## src/rtl/synth_ctrl_pkg.sv

```systemverilog
// Shared definitions for the synth control blocks: loader state encoding
// and default program RAM geometry.
package synth_ctrl_pkg;

    localparam int         LDR_ADDR_W    = 10;
    localparam int         LDR_INSTR_W   = 18;
    localparam logic [7:0] LDR_SYNC_BYTE = 8'hA5;

    typedef enum logic [3:0] {
        LD_IDLE,
        LD_CNT_HI,
        LD_CNT_LO,
        LD_B0,
        LD_B1,
        LD_B2,
        LD_WRITE,
        LD_CSUM,
        LD_RELEASE,
        LD_ERR
    } ld_state_t;

endpackage

```

## src/rtl/prog_ram_loader_byte_timeout.sv

```systemverilog
// byte_timeout: idle-cycle watchdog for byte streams; counts enabled,
// uncleared cycles and flags expiry after LIMIT of them.
module byte_timeout #(
    parameter int LIMIT = 1_000_000
) (
    input  logic clk,
    input  logic reset,
    input  logic i_clr,
    input  logic i_en,
    output logic o_expire
);

    localparam int W = $clog2(LIMIT + 1);

    logic [W-1:0] r_cnt;
    logic         w_at_limit;

    assign w_at_limit = (r_cnt == W'(LIMIT - 1));
    assign o_expire   = i_en && !i_clr && w_at_limit;

    always_ff @(posedge clk or posedge reset) begin
        if (reset) begin
            r_cnt <= '0;
        end else if (i_clr || !i_en) begin
            r_cnt <= '0;
        end else if (!w_at_limit) begin
            r_cnt <= r_cnt + 1'b1;
        end
    end

endmodule

```

## src/rtl/prog_ram_loader.sv

```systemverilog
// PicoBlaze program RAM reloader: parses SYNC/count/payload frames into
// 18-bit words. Optional trailing checksum: PROG_RAM_LOADER_CHECKSUM_EN.
module prog_ram_loader
    import synth_ctrl_pkg::*;
#(
    parameter int         ADDR_W      = LDR_ADDR_W,
    parameter int         INSTR_W     = LDR_INSTR_W,
    parameter logic [7:0] SYNC_BYTE   = LDR_SYNC_BYTE,
    parameter int         TIMEOUT_CYC = 1_000_000,
    parameter int         RST_HOLD    = 16
) (
    input  logic               clk,
    input  logic               reset,
    input  logic [7:0]         rx_data,
    input  logic               rx_valid,
    output logic               rx_ready,
    output logic [ADDR_W-1:0]  ram_addr,
    output logic [INSTR_W-1:0] ram_wdata,
    output logic               ram_we,
    output logic               proc_reset,
    output logic               busy,
    output logic               done,
    output logic               error,
    output logic [ADDR_W:0]    words_loaded
);

    localparam int          HOLD_W    = $clog2(RST_HOLD + 1);
    localparam int          HI_W      = INSTR_W - 16;
    localparam logic [31:0] MAX_WORDS = 32'(2 ** ADDR_W);

    ld_state_t r_state;
    ld_state_t w_next;

    logic [2:0]        r_cnt_hi;
    logic [ADDR_W:0]   r_count;
    logic [7:0]        r_b0;
    logic [7:0]        r_b1;
    logic [7:0]        r_b2;
    logic [ADDR_W-1:0] r_addr;
    logic [ADDR_W:0]   r_words;
    logic [HOLD_W-1:0] r_hold;
    logic              r_proc_reset;
    logic              r_busy;
    logic              r_done;
    logic              r_error;

    logic        w_xfer;
    logic        w_sync;
    logic        w_tmo_en;
    logic        w_tmo_exp;
    logic [31:0] w_count;
    logic        w_count_bad;
    logic        w_last;
    logic        w_hold_end;

    assign rx_ready = !(r_state == LD_WRITE || r_state == LD_RELEASE);
    assign w_xfer   = rx_valid && rx_ready;
    assign w_sync   = w_xfer && (rx_data == SYNC_BYTE) &&
                      (r_state == LD_IDLE || r_state == LD_ERR);

    assign w_count     = {21'd0, r_cnt_hi, rx_data};
    assign w_count_bad = (w_count == 32'd0) || (w_count > MAX_WORDS);
    assign w_last      = ((r_words + 1'b1) == r_count);
    assign w_hold_end  = (r_hold == HOLD_W'(RST_HOLD - 1));

    assign w_tmo_en = (r_state == LD_CNT_HI) || (r_state == LD_CNT_LO) ||
                      (r_state == LD_B0) || (r_state == LD_B1) ||
                      (r_state == LD_B2) || (r_state == LD_CSUM);

    byte_timeout #(
        .LIMIT (TIMEOUT_CYC)
    ) u_tmo (
        .clk      (clk),
        .reset    (reset),
        .i_clr    (w_xfer),
        .i_en     (w_tmo_en),
        .o_expire (w_tmo_exp)
    );

`ifdef PROG_RAM_LOADER_CHECKSUM_EN
    logic [7:0] r_sum;
    logic [7:0] w_sum_chk;

    assign w_sum_chk = r_sum + rx_data;

    // SYNC is excluded; everything after it folds into the running sum.
    always_ff @(posedge clk or posedge reset) begin
        if (reset) begin
            r_sum <= '0;
        end else if (w_sync) begin
            r_sum <= '0;
        end else if (w_xfer && w_tmo_en) begin
            r_sum <= w_sum_chk;
        end
    end
`endif

    always_ff @(posedge clk or posedge reset) begin
        if (reset) begin
            r_state <= LD_IDLE;
        end else begin
            r_state <= w_next;
        end
    end

    always_comb begin
        w_next = r_state;
        unique case (r_state)
            LD_IDLE, LD_ERR: begin
                if (w_sync) begin
                    w_next = LD_CNT_HI;
                end else begin
                    w_next = LD_IDLE;
                end
            end
            LD_CNT_HI: begin
                if (w_xfer)         w_next = LD_CNT_LO;
                else if (w_tmo_exp) w_next = LD_ERR;
            end
            LD_CNT_LO: begin
                if (w_xfer)         w_next = w_count_bad ? LD_ERR : LD_B0;
                else if (w_tmo_exp) w_next = LD_ERR;
            end
            LD_B0: begin
                if (w_xfer)         w_next = LD_B1;
                else if (w_tmo_exp) w_next = LD_ERR;
            end
            LD_B1: begin
                if (w_xfer)         w_next = LD_B2;
                else if (w_tmo_exp) w_next = LD_ERR;
            end
            LD_B2: begin
                if (w_xfer)         w_next = LD_WRITE;
                else if (w_tmo_exp) w_next = LD_ERR;
            end
            LD_WRITE: begin
                if (!w_last) begin
                    w_next = LD_B0;
                end else begin
`ifdef PROG_RAM_LOADER_CHECKSUM_EN
                    w_next = LD_CSUM;
`else
                    w_next = LD_RELEASE;
`endif
                end
            end
`ifdef PROG_RAM_LOADER_CHECKSUM_EN
            LD_CSUM: begin
                if (w_xfer) begin
                    w_next = (w_sum_chk == 8'h00) ? LD_RELEASE : LD_ERR;
                end else if (w_tmo_exp) begin
                    w_next = LD_ERR;
                end
            end
`endif
            LD_RELEASE: begin
                if (w_hold_end) w_next = LD_IDLE;
            end
            default: w_next = LD_IDLE;
        endcase
    end

    always_ff @(posedge clk or posedge reset) begin
        if (reset) begin
            r_cnt_hi <= '0;
            r_count  <= '0;
            r_b0     <= '0;
            r_b1     <= '0;
            r_b2     <= '0;
        end else if (w_xfer) begin
            unique case (r_state)
                LD_CNT_HI: r_cnt_hi <= rx_data[2:0];
                LD_CNT_LO: r_count  <= w_count[ADDR_W:0];
                LD_B0:     r_b0     <= rx_data;
                LD_B1:     r_b1     <= rx_data;
                LD_B2:     r_b2     <= rx_data;
                default: ;
            endcase
        end
    end

    always_ff @(posedge clk or posedge reset) begin
        if (reset) begin
            r_addr  <= '0;
            r_words <= '0;
        end else if (w_sync) begin
            r_addr  <= '0;
            r_words <= '0;
        end else if (r_state == LD_WRITE) begin
            r_addr  <= r_addr + 1'b1;
            r_words <= r_words + 1'b1;
        end
    end

    always_ff @(posedge clk or posedge reset) begin
        if (reset) begin
            r_hold <= '0;
        end else if (r_state == LD_RELEASE) begin
            r_hold <= r_hold + 1'b1;
        end else begin
            r_hold <= '0;
        end
    end

    // proc_reset stays high on any abort: a half-written image must not run.
    always_ff @(posedge clk or posedge reset) begin
        if (reset) begin
            r_proc_reset <= 1'b0;
            r_busy       <= 1'b0;
            r_done       <= 1'b0;
            r_error      <= 1'b0;
        end else begin
            r_done <= 1'b0;
            if (w_sync) begin
                r_proc_reset <= 1'b1;
                r_busy       <= 1'b1;
                r_error      <= 1'b0;
            end else if (w_next == LD_ERR) begin
                r_busy  <= 1'b0;
                r_error <= 1'b1;
            end else if (r_state == LD_RELEASE && w_hold_end) begin
                r_proc_reset <= 1'b0;
                r_busy       <= 1'b0;
                r_done       <= 1'b1;
            end
        end
    end

    assign ram_we       = (r_state == LD_WRITE);
    assign ram_addr     = r_addr;
    assign ram_wdata    = {r_b0[HI_W-1:0], r_b1, r_b2};
    assign proc_reset   = r_proc_reset;
    assign busy         = r_busy;
    assign done         = r_done;
    assign error        = r_error;
    assign words_loaded = r_words;

endmodule
```

## config.mk

```make
export PLATFORM = sky130hd
export DESIGN_NAME = prog_ram_loader
export DESIGN_NICKNAME = d
export VERILOG_FILES = /design/src/rtl/synth_ctrl_pkg.sv /design/src/rtl/prog_ram_loader_byte_timeout.sv /design/src/rtl/prog_ram_loader.sv
export SDC_FILE = /design/constraint.sdc
export NUM_CORES = 1
export LEC_CHECK = 0
export ABC_CLOCK_PERIOD_IN_PS = 7900
export BUFFER_PORTS_ARGS = -buffer_cell sky130_fd_sc_hd__buf_2
export CAP_MARGIN = 30
export CORE_ASPECT_RATIO = 0.7
export CORE_UTILIZATION = 35
export DETAILED_ROUTE_END_ITERATION = 6
export PLACE_DENSITY = 0.61
export SYNTH_ARGS = -nofsm -noshare
export SYNTH_HDL_FRONTEND = slang
export SYNTH_SLANG_ARGS = --single-unit
```

## constraint.sdc

```tcl
create_clock -name clk -period 7.9 [get_ports clk]
set_input_delay 2.37 -clock clk [delete_from_list [all_inputs] [get_ports clk]]
set_output_delay 2.37 -clock clk [all_outputs]
set_load 0.02 [all_outputs]
```

## After elaboration in Yosys (flattened, before gate mapping)

Index checks and enable logic that the tools add are counted.

- Multiplexer cells: 28
- Equal/unequal tests: 16
- Add/subtract/negate cells: 4
- Reduce and logical (&&, ||, !) cells: 31
- $lt $le $gt $ge: 1

Operators with widths:

| kind | number |
|---|---|
| 2-to-1 mux 20 bit | 2 |
| 2-to-1 mux 4 bit | 9 |
| zero test 32 bit | 1 |
| case mux 4 bit (8 select lines) | 1 |
| 2-to-1 mux 11 bit | 2 |
| adder 20 x 1 -> 20 bit, second input constant | 1 |
| == test 20 bit, second input constant | 1 |
| 2-to-1 mux 10 bit | 2 |
| == test 4 x 3 -> 1 bit, second input constant | 4 |
| == test 4 bit, second input constant | 3 |
| AND reduction 2 bit | 6 |
| adder 11 x 1 -> 11 bit, second input constant | 1 |
| == test 11 bit | 1 |
| greater-than comparator 11 bit, second input constant | 1 |
| 2-to-1 mux 1 bit | 11 |
| adder 10 x 1 -> 10 bit, second input constant | 1 |
| logical OR 1 bit | 9 |
| == test 4 x 2 -> 1 bit, second input constant | 2 |
| == test 8 bit, second input constant | 1 |
| logical AND 1 bit | 6 |
| nonzero test 2 bit | 3 |
| adder 5 x 1 -> 5 bit, second input constant | 1 |
| == test 5 x 4 -> 1 bit, second input constant | 1 |
| 2-to-1 mux 5 bit | 1 |
| 6 further kinds | 9 |

- Output and inout bits: 45
- Register bits: 86
- Input bits: 11
- Logic and storage cells: 94

## Longest topological paths before layout

Gate-level depths: netlist of run 1.

- Depth after elaboration: 14
- Depth in mapped cells: 10
- Mapped depth without buffers: 9

## Cells and area by module

Synthesis of run 1 repeated with hierarchy kept, for this count alone.

- Cells, all modules: 416
- Area, all modules: 4304.1 µm²

Modules (own cells, without submodules):

| module | sequential area each (µm²) | cells an instance | area an instance (µm²) | times used |
|---|---|---|---|---|
| prog_ram_loader | 1651.6 | 305 | 3241.9 | 1 |
| byte_timeout | 500.5 | 111 | 1062.3 | 1 |

## Worst setup path after synthesis of run 1

OpenSTA, ideal clock, no wires.

- Kind: in2reg
- From: in rx_valid
- To: reg r_count[0]
- Path buffers: 2
- Setup time: 0.125 ns
- Path slack: 3.829 ns
- Arrival: 3.946 ns
- Cell stages on the path: 4
- Data required time: 7.775 ns
- Cell sequence: clkbuf_1 -> nor4b_1 -> clkbuf_1 -> mux2_2

- Word-level cells in the longest chain between the ends: 2

Ends and longest elaborated chain:

| what | RTL line | text |
|---|---|---|
| from (decl) | prog_ram_loader.sv:15 | `input logic rx_valid,` |
| logical AND 1 bit | prog_ram_loader.sv:57 | `assign w_xfer = rx_valid && rx_ready;` |
| AND reduction 2 bit (no source line) | -- |  |
| to (signal assigned) | prog_ram_loader.sv:173 | `LD_CNT_LO: r_count <= w_count[ADDR_W:0];` |
| to (decl) | prog_ram_loader.sv:35 | `logic [ADDR_W:0] r_count;` |

No other way between the ends.
A chain may end at the register's enable or synchronous reset.

## Worst setup path in the final report of run 1

- From: reg r_state[3]
- To: out ram_we

- Word-level cells in the longest chain between the ends: 1

Ends and longest elaborated chain:

| what | RTL line | text |
|---|---|---|
| from (decl) | prog_ram_loader.sv:31 | `ld_state_t r_state;` |
| from (signal assigned) | prog_ram_loader.sv:102 | `r_state <= w_next;` |
| == test 4 x 3 -> 1 bit | prog_ram_loader.sv:229 | `assign ram_we = (r_state == LD_WRITE);` |
| to (decl) | prog_ram_loader.sv:19 | `output logic ram_we,` |

No other way between the ends.

==> results of run 1 <==
==> area by class of cell <==
| cell class | count | area, um^2 | share of cell area |
|---|---|---|---|
| Multi-Input combinational cell | 302 | 2010 | 0.402 |
| Clock buffer | 11 | 243 | 0.0486 |
| Sequential cell | 86 | 2150 | 0.431 |
| Inverter | 9 | 35.0 | 0.00701 |
| Clock inverter | 4 | 47.5 | 0.00951 |
| Timing Repair Buffer | 58 | 318 | 0.0636 |
| Tap cell | 157 | 196 | 0.0393 |
==> report_power, final <==
part	internal, mW	switching (mW)
clock network	0.251	0.168
registers	0.584	0.184
logic	0.297	0.404
total	1.13	0.757
==> flip-flops by register name (all words and copies together) (netlist names) <==
register / cells
u_tmo.r_cnt: 20
r_b2: 8
r_hold: 5
r_state: 4
r_b0: 2
ram_addr: 10
done: 1
r_cnt_hi: 3
r_count: 11
error: 1
r_b1: 8
words_loaded: 11
busy: 1
proc_reset: 1
==> path summary, 6_finish.rpt <==
path                               end  cells past startpoint  slack (ns)
max                             ram_we                      5        3.20
min                          r_hold[0]                      1        0.46
max reg2reg                ram_addr[7]                      8        5.08
min reg2reg                  r_hold[0]                      1        0.46
max in group asynchronous      r_b2[3]                      4        5.22
min in group asynchronous         done                      3        2.05
==> layer usage <==
layer / part of all wire / global-route usage / up-vias
li1: - / - / 1562
met1: 0.52 / 0.243 / 1585
met2: 0.42 / 0.227 / 77
met3: 0.047 / 0.0446 / 8
met4: 0.011 / 0.0483 / 0
met5: 0 / 0 / -
==> kinds of logic after synthesis <==
| family | Yosys count | synth area share |
|---|---|---|
| simple gates | 160 | 0.192 |
| flops | 86 | 0.505 |
| compound gates | 61 | 0.0877 |
| xor+xnor | 43 | 0.0883 |
| mux | 33 | 0.0865 |
| buf+inv | 27 | 0.0264 |
| fa+ha+maj | 5 | 0.0147 |
==> cell usage after synthesis (all sizes together) (2+ instances only) <==
library cell	n	area, um^2
a2111oi	2	23.8
a21oi	16	80.1
a31oi	3	18.8
and2	4	26.3
and3	11	68.8
buf	4	26.3
clkbuf	14	52.6
dfrtp	86	2150
ha	5	62.6
inv	9	33.8
mux2	31	349
mux2i	2	20.0
nand2	34	128
nand2b	5	31.3
nand3	18	108
nand4	13	87.6
nor2	49	194
nor3	5	25.0
nor4	4	25.0
nor4b	4	35.0
o21ai	26	130
o31ai	4	30.0
or2	2	12.5
or3	4	25.0
or4	4	30.0
xnor2	15	131
xor2	28	245
==> stage by stage <==
stage               cell area (um^2)  setup slack, ns  utilization  hold slack [ns]
finish                          5000             3.20        0.423            0.463
global placement                4680             3.22        0.396            0.448
CTS                             5000             3.22        0.423            0.469
floorplan                       4270             3.31            -            0.433
global route                    5000             3.03        0.423            0.485
detailed placement              4710             3.12        0.399            0.461
==> qor.yml, run 1 <==
synth:
  synth-seq-cells: 86
  syn_inst: 415
  synth_nets: 431
  synthFlopType: "dfrtp_1"
  ys_seq_area_frac: 0.505
  avgSynthCellArea_um2: 10.3
  synth_cell_types: 49
  netlist_area_um2: 4270
  ys_warn_count: 0
  async_flop_share: 1.00
  synth_edf_count: 0
worst_hold_path:
  min_from: "r_hold[0]"
  hp-class: "flop to flop"
global_route:
  grt_max_degree: 70
  grt_pass1_vias: 3089
  grt_first_pass_wirelength_mm: 16.0
  grt_overflow: 0
  grtUsageTotal: 0.163
  antenna_found_initial: 0
finish:
  final_cells: 627
  drive_gt1_frac: 0.247
  antenna_cells: 0
  nets: 482
  n_fill_cell: 1166
  syn_to_final_growth_pct: 17.2
  final_cell_mix: "dfrtp_1, buf_2, nor2_1"
  layout_commonest_cell: "dfrtp_1"
placement:
  dp_hpwl_mm: 6.70
  io_buffers: 55
  gp_congestion: 0.809
  place_inst: 612
routing:
  drt_pass1_iterations: 5
  final_antenna_net_count: 0
  drt_iter0_markers: 220
  wirelength_mm: 9.49
  dr_total_vias: 3232
  routed_via_density: 5.15
  remaining_drc_errors: 0
  wl_per_cell_um: 15.1
sta:
  slew_violations: 0
  rsz0062_at_grt: "false"
  period_minus_slack_ns: 4.70
  relSlewSlack: 0.514
  setup_viol: 0
  clock_skew_ns: 0.00958
  fin_tns_setup_ns: 0
  hold_violations: 0
  tightest_slew_ns: 0.727
  fin_crit_sh: 0.595
  fmax_ghz: 0.213
clocking:
  cts_setup_buffers: 0
  clock-root-buffer: "clkbuf_16"
  cts_buffers: 9
  cts_resized: 0
  clock_path_buffers: 2
  holdBufCountCts: 0
  cts_tree: "done"
  cts_sinks: 86
  htreeDepth: 3
  clk_latency_ns: 0.34
  clkTransAtPathRegs_ns: 0.06
setup_path:
  worst-path-buf-inv: 2
  crit_arrival_ns: 2.33
  cp_slowest_cell: "dfrtp_1"
  path_max_fanout: 17
  startpoint_type: "flop"
  crit_path_end_kind: "output pin"
  setup.worst_path.start: "r_state[3]"
  crit_type: "flop to output pin"
  slowest_delay_ns: 0.53
  crit_chain: "nand2b_1 > nor2_1 > nand2_1 > inv_1 > buf_2"
  required_ns: 5.53
  r2r_start: "r_state[3]"
  critPathTopFamily: "simple AND/OR/NAND/NOR gates"
power:
  total_power_mw: 1.89
  power_density_nw_per_um2: 378
  vdd_drop_max_mv: 0.194
  power_leakage_nw: 2.22
job:
  drv_cap: 0
die:
  die_w_um: 134
  core_um2: 11800
  initial_core_util: 0.361
  io_pins: 56
  dieArea_um2: 12600
  fp-row-count: 33
  die_y_um: 94.4
status:
  status: "completed"
Power figures use the tool's default switching activity.
==> run 2, diff against run 1 <==
--- a/config.mk
+++ b/config.mk
@@ -5,7 +5,7 @@
 export SDC_FILE = /design/constraint.sdc
 export NUM_CORES = 1
 export LEC_CHECK = 0
-export ABC_CLOCK_PERIOD_IN_PS = 7900
+export ABC_CLOCK_PERIOD_IN_PS = 4900
 export BUFFER_PORTS_ARGS = -buffer_cell sky130_fd_sc_hd__buf_2
 export CAP_MARGIN = 30
 export CORE_ASPECT_RATIO = 0.7
==> constraint.sdc (replaced) <==
create_clock -name clk -period 4.9 [get_ports clk]
set_input_delay 1.47 -clock clk [delete_from_list [all_inputs] [get_ports clk]]
set_output_delay 1.47 -clock clk [all_outputs]
set_load 0.02 [all_outputs]
==> qor.yml, run 2 (synthesized netlist as in run 1, its figures left out) <==
status:
  status: "completed"  # unchanged
job:
  drv_cap: 0  # unchanged
die:
  die_y_um: 94.4  # unchanged
  io_pins: 56  # unchanged
  fp-row-count: 33  # unchanged
  dieArea_um2: 12600  # unchanged
  die_w_um: 134  # unchanged
  initial_core_util: 0.361  # unchanged
  core_um2: 11800  # unchanged
finish:
  largest_register: "u_tmo.r_cnt"  # unchanged
  drive_gt1_frac: 0.251  # was 0.247
  largest_register_ffs: 20  # unchanged
  layout_commonest_cell: "dfrtp_1"  # unchanged
  syn_to_final_growth_pct: 17.0  # was 17.2%
  nets: 482  # unchanged
  final_cell_mix: "dfrtp_1, buf_2, nor2_1"  # unchanged
  antenna_cells: 0  # unchanged
routing:
  drt_iter0_markers: 234  # was 220
  remaining_drc_errors: 0  # unchanged
  wirelength_mm: 9.53  # was 9.49 mm
  dr_total_vias: 3266  # was 3232
  routed_via_density: 5.20  # was 5.15
  drt_pass1_iterations: 4  # was 5
  final_antenna_net_count: 0  # unchanged
  wl_per_cell_um: 15.2  # was 15.1 um
clocking:
  clock-root-buffer: "clkbuf_16"  # unchanged
  cts_buffers: 9  # unchanged
  holdBufCountCts: 0  # unchanged
  cts_sinks: 86  # unchanged
  htreeDepth: 3  # unchanged
  clk_latency_ns: 0.34  # about the same
  clkTransAtPathRegs_ns: 0.06  # about the same
  cts_tree: "done"  # unchanged
  cts_setup_buffers: 0  # unchanged
  cts_resized: 0  # unchanged
  clock_path_buffers: 2  # unchanged
setup_path:
  r2r_end: "ram_addr[9]"  # was ram_addr[7]
  startpoint_type: "flop"  # unchanged
  r2r_start: "r_state[3]"  # unchanged
  path_max_fanout: 17  # unchanged
  required_ns: 3.43  # was 5.53 ns
  crit_path_end_kind: "output pin"  # unchanged
  crit_type: "flop to output pin"  # unchanged
  crit_arrival_ns: 2.37  # was 2.33 ns
  rrSetupSlack_ns: 2.05  # was 5.08 ns
  reg2reg_depth: 8  # unchanged
placement:
  gp_congestion: 0.818  # was 0.809
  dp_hpwl_mm: 6.79  # was 6.70 mm
  post-place-ws_ns: 1.06  # was 3.12 ns
  io_buffers: 55  # unchanged
sta:
  worst_slack_ns: 1.06  # was 3.20 ns
  hold_violations: 0  # unchanged
  clock_skew_ns: 0.00833  # was 0.00958 ns
  period_minus_slack_ns: 3.84
  fin_crit_sh: 0.784
  rsz0062_at_grt: "false"  # unchanged
  fin_hold_ws_ns: 0.469  # was 0.463 ns
  fmax_ghz: 0.260
  setup_viol: 0  # unchanged
  relSlewSlack: 0.449  # was 0.514
  fin_tns_setup_ns: 0  # unchanged
  tightest_slew_ns: 0.824  # was 0.727 ns
  slew_violations: 0  # unchanged
global_route:
  grt_max_degree: 44  # was 70
  antenna_found_initial: 0  # unchanged
  grt_first_pass_wirelength_mm: 16.2  # was 16.0 mm
  grt_pass1_vias: 3158  # was 3089
  grtUsageTotal: 0.163  # about the same
  grt_overflow: 0  # unchanged
power:
  power_leakage_nw: 2.22  # about the same
  internal-power_mw: 1.83  # was 1.13 mW
  pwr-share-seq: 0.408  # was 0.407
  p_sw_mw: 1.23  # was 0.757 mW
  clkPwrFrac: 0.224  # was 0.222
  power.share.combinational: 0.368  # was 0.371
  power_switching_share: 0.402  # was 0.401
  power_density_nw_per_um2: 613  # was 378 nW/um^2
  vdd_drop_max_mv: 0.297  # was 0.194 mV
worst_hold_path:
  hold_depth: 1  # unchanged
  hp-class: "flop to flop"  # unchanged
  min_from: "r_hold[0]"  # unchanged
  min_to: "r_hold[0]"  # unchanged
run 2: changes by cell type in the layout (fill, tap and decap cells not counted), sizes merged:
cell,delta
clkbuf,-1
clkinv,+2
run 2: cell type report:
| class | count | area [um^2] |
|---|---|---|
| flip-flops and latches | 86 | 2150 |
| repair buffers | 58 | 298 |
| fillers | 1149 | 6820 |
| clock inverters | 6 | 61.3 |
| inverters | 9 | 35.0 |
| multi-input cells | 302 | 2010 |
| well taps | 157 | 196 |
| clock buffers | 10 | 239 |
run 2: worst max path at each step:
stage | end | start | slack [ns] | cells past startpoint
6_report | ram_we | r_state[3] | 1.06 | 5
3_3_place_gp | words_loaded[2] | rx_data[1] | 1.13 | 7
5_1_grt | ram_we | r_state[3] | 0.84 | 5
3_5_place_dp | words_loaded[5] | rx_data[1] | 1.06 | 7
2_1_floorplan | busy | reset | 1.21 | 1
4_1_cts | ram_we | r_state[3] | 1.07 | 5
run 2: through the flow:
stage	instances	cell area (um^2)	power (mW)	util
6_report	628	4990	3.06	0.422
5_1_grt	628	4990	3.27	0.422
4_1_cts	628	4990	3.08	0.422
3_5_place_dp	612	4690	2.38	0.397
3_3_place_gp	612	4690	2.35	0.397
2_1_floorplan	415	4270	2.04	-
run 2: power by group through the flow:
stage | registers (mW) | clock network, mW | logic, mW
after detailed placement | 1.25 | 0 | 1.13
after global routing | 1.29 | 0.733 | 1.25
after CTS | 1.24 | 0.702 | 1.13
after global placement | 1.24 | 0 | 1.11
after floorplan | 1.31 | 0 | 0.730
final | 1.25 | 0.685 | 1.12
run 2: per-layer routing:
metal,GRT usage,share of wire,up-vias
met3,0.0488,0.054,6
met5,0,0,-
met2,0.236,0.43,78
met4,0.0398,0.0053,0
li1,-,-,1561
met1,0.237,0.51,1621
run 2: worst max-delay path, stage by stage (launching register included):
cell and delay [ns]:
dfrtp_1 0.54, nand2b_1 0.28, nor2_1 0.11, nand2_1 0.35, inv_1 0.50, buf_2 0.25
==> run 3, diff against run 2 <==
--- a/config.mk
+++ b/config.mk
@@ -5,7 +5,7 @@
 export SDC_FILE = /design/constraint.sdc
 export NUM_CORES = 1
 export LEC_CHECK = 0
-export ABC_CLOCK_PERIOD_IN_PS = 4900
+export ABC_CLOCK_PERIOD_IN_PS = 3700
 export BUFFER_PORTS_ARGS = -buffer_cell sky130_fd_sc_hd__buf_2
 export CAP_MARGIN = 30
 export CORE_ASPECT_RATIO = 0.7
==> constraint.sdc (replaced) <==
create_clock -name clk -period 3.7 [get_ports clk]
set_input_delay 1.11 -clock clk [delete_from_list [all_inputs] [get_ports clk]]
set_output_delay 1.11 -clock clk [all_outputs]
set_load 0.02 [all_outputs]
==> qor.yml, run 3 (synthesized netlist as in run 1, its figures left out) <==
status:
  status: "completed"  # unchanged
finish:
  n_fill_cell: 1168  # was 1149
  multiInputGateArea_um2: 2010  # unchanged
  final_cell_area_um2: 5070  # was 4990 um^2
  antenna_cells: 0  # unchanged
  largest_register_ffs: 20  # unchanged
  layout_commonest_cell: "dfrtp_1"  # unchanged
  nets: 486  # was 482
  largest_register: "u_tmo.r_cnt"  # unchanged
  drive_gt1_frac: 0.253  # was 0.251
  seq_area_um2: 2150  # unchanged
  final_cell_mix: "dfrtp_1, buf_2, nor2_1"  # unchanged
  syn_to_final_growth_pct: 18.8  # was 17.0%
sta:
  rsz0062_at_grt: "false"  # unchanged
  fin_hold_ws_ns: 0.464  # was 0.469 ns
  relSlewSlack: 0.500  # was 0.449
  slew_violations: 0  # unchanged
  fin_tns_setup_ns: 0  # unchanged
  hold_violations: 0  # unchanged
  fin_crit_sh: 0.792
  tightest_slew_ns: 0.747  # was 0.824 ns
  fmax_ghz: 0.341
  setup_viol: 0  # unchanged
  period_minus_slack_ns: 2.93
  clock_skew_ns: 0.00375  # was 0.00833 ns
routing:
  wirelength_mm: 9.71  # was 9.53 mm
  routed_via_density: 5.24  # was 5.20
  final_antenna_net_count: 0  # unchanged
  wl_per_cell_um: 15.4  # was 15.2 um
  drt_iter0_markers: 174  # was 234
  remaining_drc_errors: 0  # unchanged
  drt_pass1_iterations: 4  # unchanged
  dr_total_vias: 3309  # was 3266
power:
  vdd_drop_max_mv: 0.403  # was 0.297 mV
  power_switching_share: 0.386  # was 0.402
  clkPwrFrac: 0.252  # was 0.224
  power_leakage_nw: 2.26  # was 2.22 nW
  p_sw_mw: 1.62  # was 1.23 mW
  power_density_nw_per_um2: 830  # was 613 nW/um^2
  power.share.combinational: 0.356  # was 0.368
  total_power_mw: 4.21  # was 3.06 mW
  pwr-share-seq: 0.391  # was 0.408
  internal-power_mw: 2.58  # was 1.83 mW
setup_path:
  startpoint_type: "flop"  # unchanged
  slowest_delay_ns: 0.53  # was 0.54 ns
  crit_chain: "nand2b_1 > nor2_1 > nand2_1 > buf_4 > inv_1 > buf_2"  # was nand2b_1 > nor2_1 > nand2_1 > inv_1 > buf_2
  crit_path_end_kind: "output pin"  # unchanged
  path_max_fanout: 17  # unchanged
  cp_slowest_cell: "dfrtp_1"  # unchanged
  crit_arrival_ns: 1.82  # was 2.37 ns
  required_ns: 2.59  # was 3.43 ns
  crit_type: "flop to output pin"  # unchanged
clocking:
  clkTransAtPathRegs_ns: 0.06  # about the same
  cts_setup_buffers: 0  # unchanged
  cts_tree: "done"  # unchanged
  clk_latency_ns: 0.34  # about the same
  holdBufCountCts: 0  # unchanged
  htreeDepth: 3  # unchanged
  cts_buffers: 9  # unchanged
  clock_path_buffers: 2  # unchanged
  cts_sinks: 86  # unchanged
  cts_resized: 0  # unchanged
  clock-root-buffer: "clkbuf_16"  # unchanged
die:
  dieArea_um2: 12600  # unchanged
  die_w_um: 134  # unchanged
  io_pins: 56  # unchanged
  initial_core_util: 0.361  # unchanged
  die_y_um: 94.4  # unchanged
  core_um2: 11800  # unchanged
  fp-row-count: 33  # unchanged
global_route:
  grt_overflow: 0  # unchanged
  grtUsageTotal: 0.163  # about the same
  grt_pass1_vias: 3130  # was 3158
  grt_max_degree: 34  # was 44
  grt_first_pass_wirelength_mm: 16.1  # was 16.2 mm
  antenna_found_initial: 0  # unchanged
worst_hold_path:
  hp-class: "flop to flop"  # unchanged
placement:
  gp_congestion: 0.784  # was 0.818
  dp_hpwl_mm: 6.81  # was 6.79 mm
  placed_cell_area_um2: 4720  # was 4690 um^2
  io_buffers: 55  # unchanged
job:
  drv_cap: 0  # unchanged
## run 3: cell types whose count changed in the layout (fill, tap and decap cells not counted), sizes merged
| cell | before | now |
|---|---|---|
| buf | 58 | 62 |
| clkinvlp | 1 | 0 |
| bufinv | 1 | 3 |
| clkbuf | 10 | 13 |
| clkinv | 5 | 1 |
## run 3: worst paths after layout
kind	start	slack, ns	cells after the start	to
setup / recovery	r_state[3]	0.77	6	ram_we
hold / removal	r_hold[0]	0.46	1	r_hold[0]
setup reg to reg	words_loaded[0]	0.81	7	r_state[1]
hold reg to reg	r_hold[0]	0.46	1	r_hold[0]
max in group asynchronous	reset	2.21	3	r_count[4]
min in group asynchronous	reset	0.83	2	proc_reset
## run 3: area by class of cell
cell class / count / area share
flip-flops and latches: 86 / 0.425
multi-input cells: 302 / 0.396
clock inverters: 3 / 0.0178
inverters: 9 / 0.00691
clock buffers: 13 / 0.0513
well taps: 157 / 0.0388
repair buffers: 62 / 0.0647
## run 3: power by group through the flow
stage | clock (mW) | sequential, mW | combinational [mW]
floorplan | 0 | 1.73 | 0.966
global placement | 0 | 1.64 | 1.47
detailed placement | 0 | 1.66 | 1.50
CTS | 1.08 | 1.64 | 1.51
global route | 1.12 | 1.70 | 1.65
finish | 1.06 | 1.65 | 1.50
## run 3: per-stage QoR
stage | setup WS (ns) | utilization | cells
after global placement | 0.771 | 0.400 | 616
after global routing | 0.641 | 0.429 | 632
final | 0.769 | 0.429 | 632
after CTS | 0.769 | 0.429 | 632
after detailed placement | 0.726 | 0.400 | 616
after floorplan | 0.368 | - | 415
## run 3: worst max-delay path: cells and delay by family, from the launching register on
kind,cells,cell delay [ns]
flops,1,0.53
simple gates,3,0.48
buf+inv,3,0.47
## run 3: per-layer routing
layer,up-vias,wire (um),global-route usage
met3,13,495,0.0429
met4,0,150,0.0587
met1,1645,4860,0.232
li1,1569,-,-
met2,82,4200,0.237
met5,-,0,0
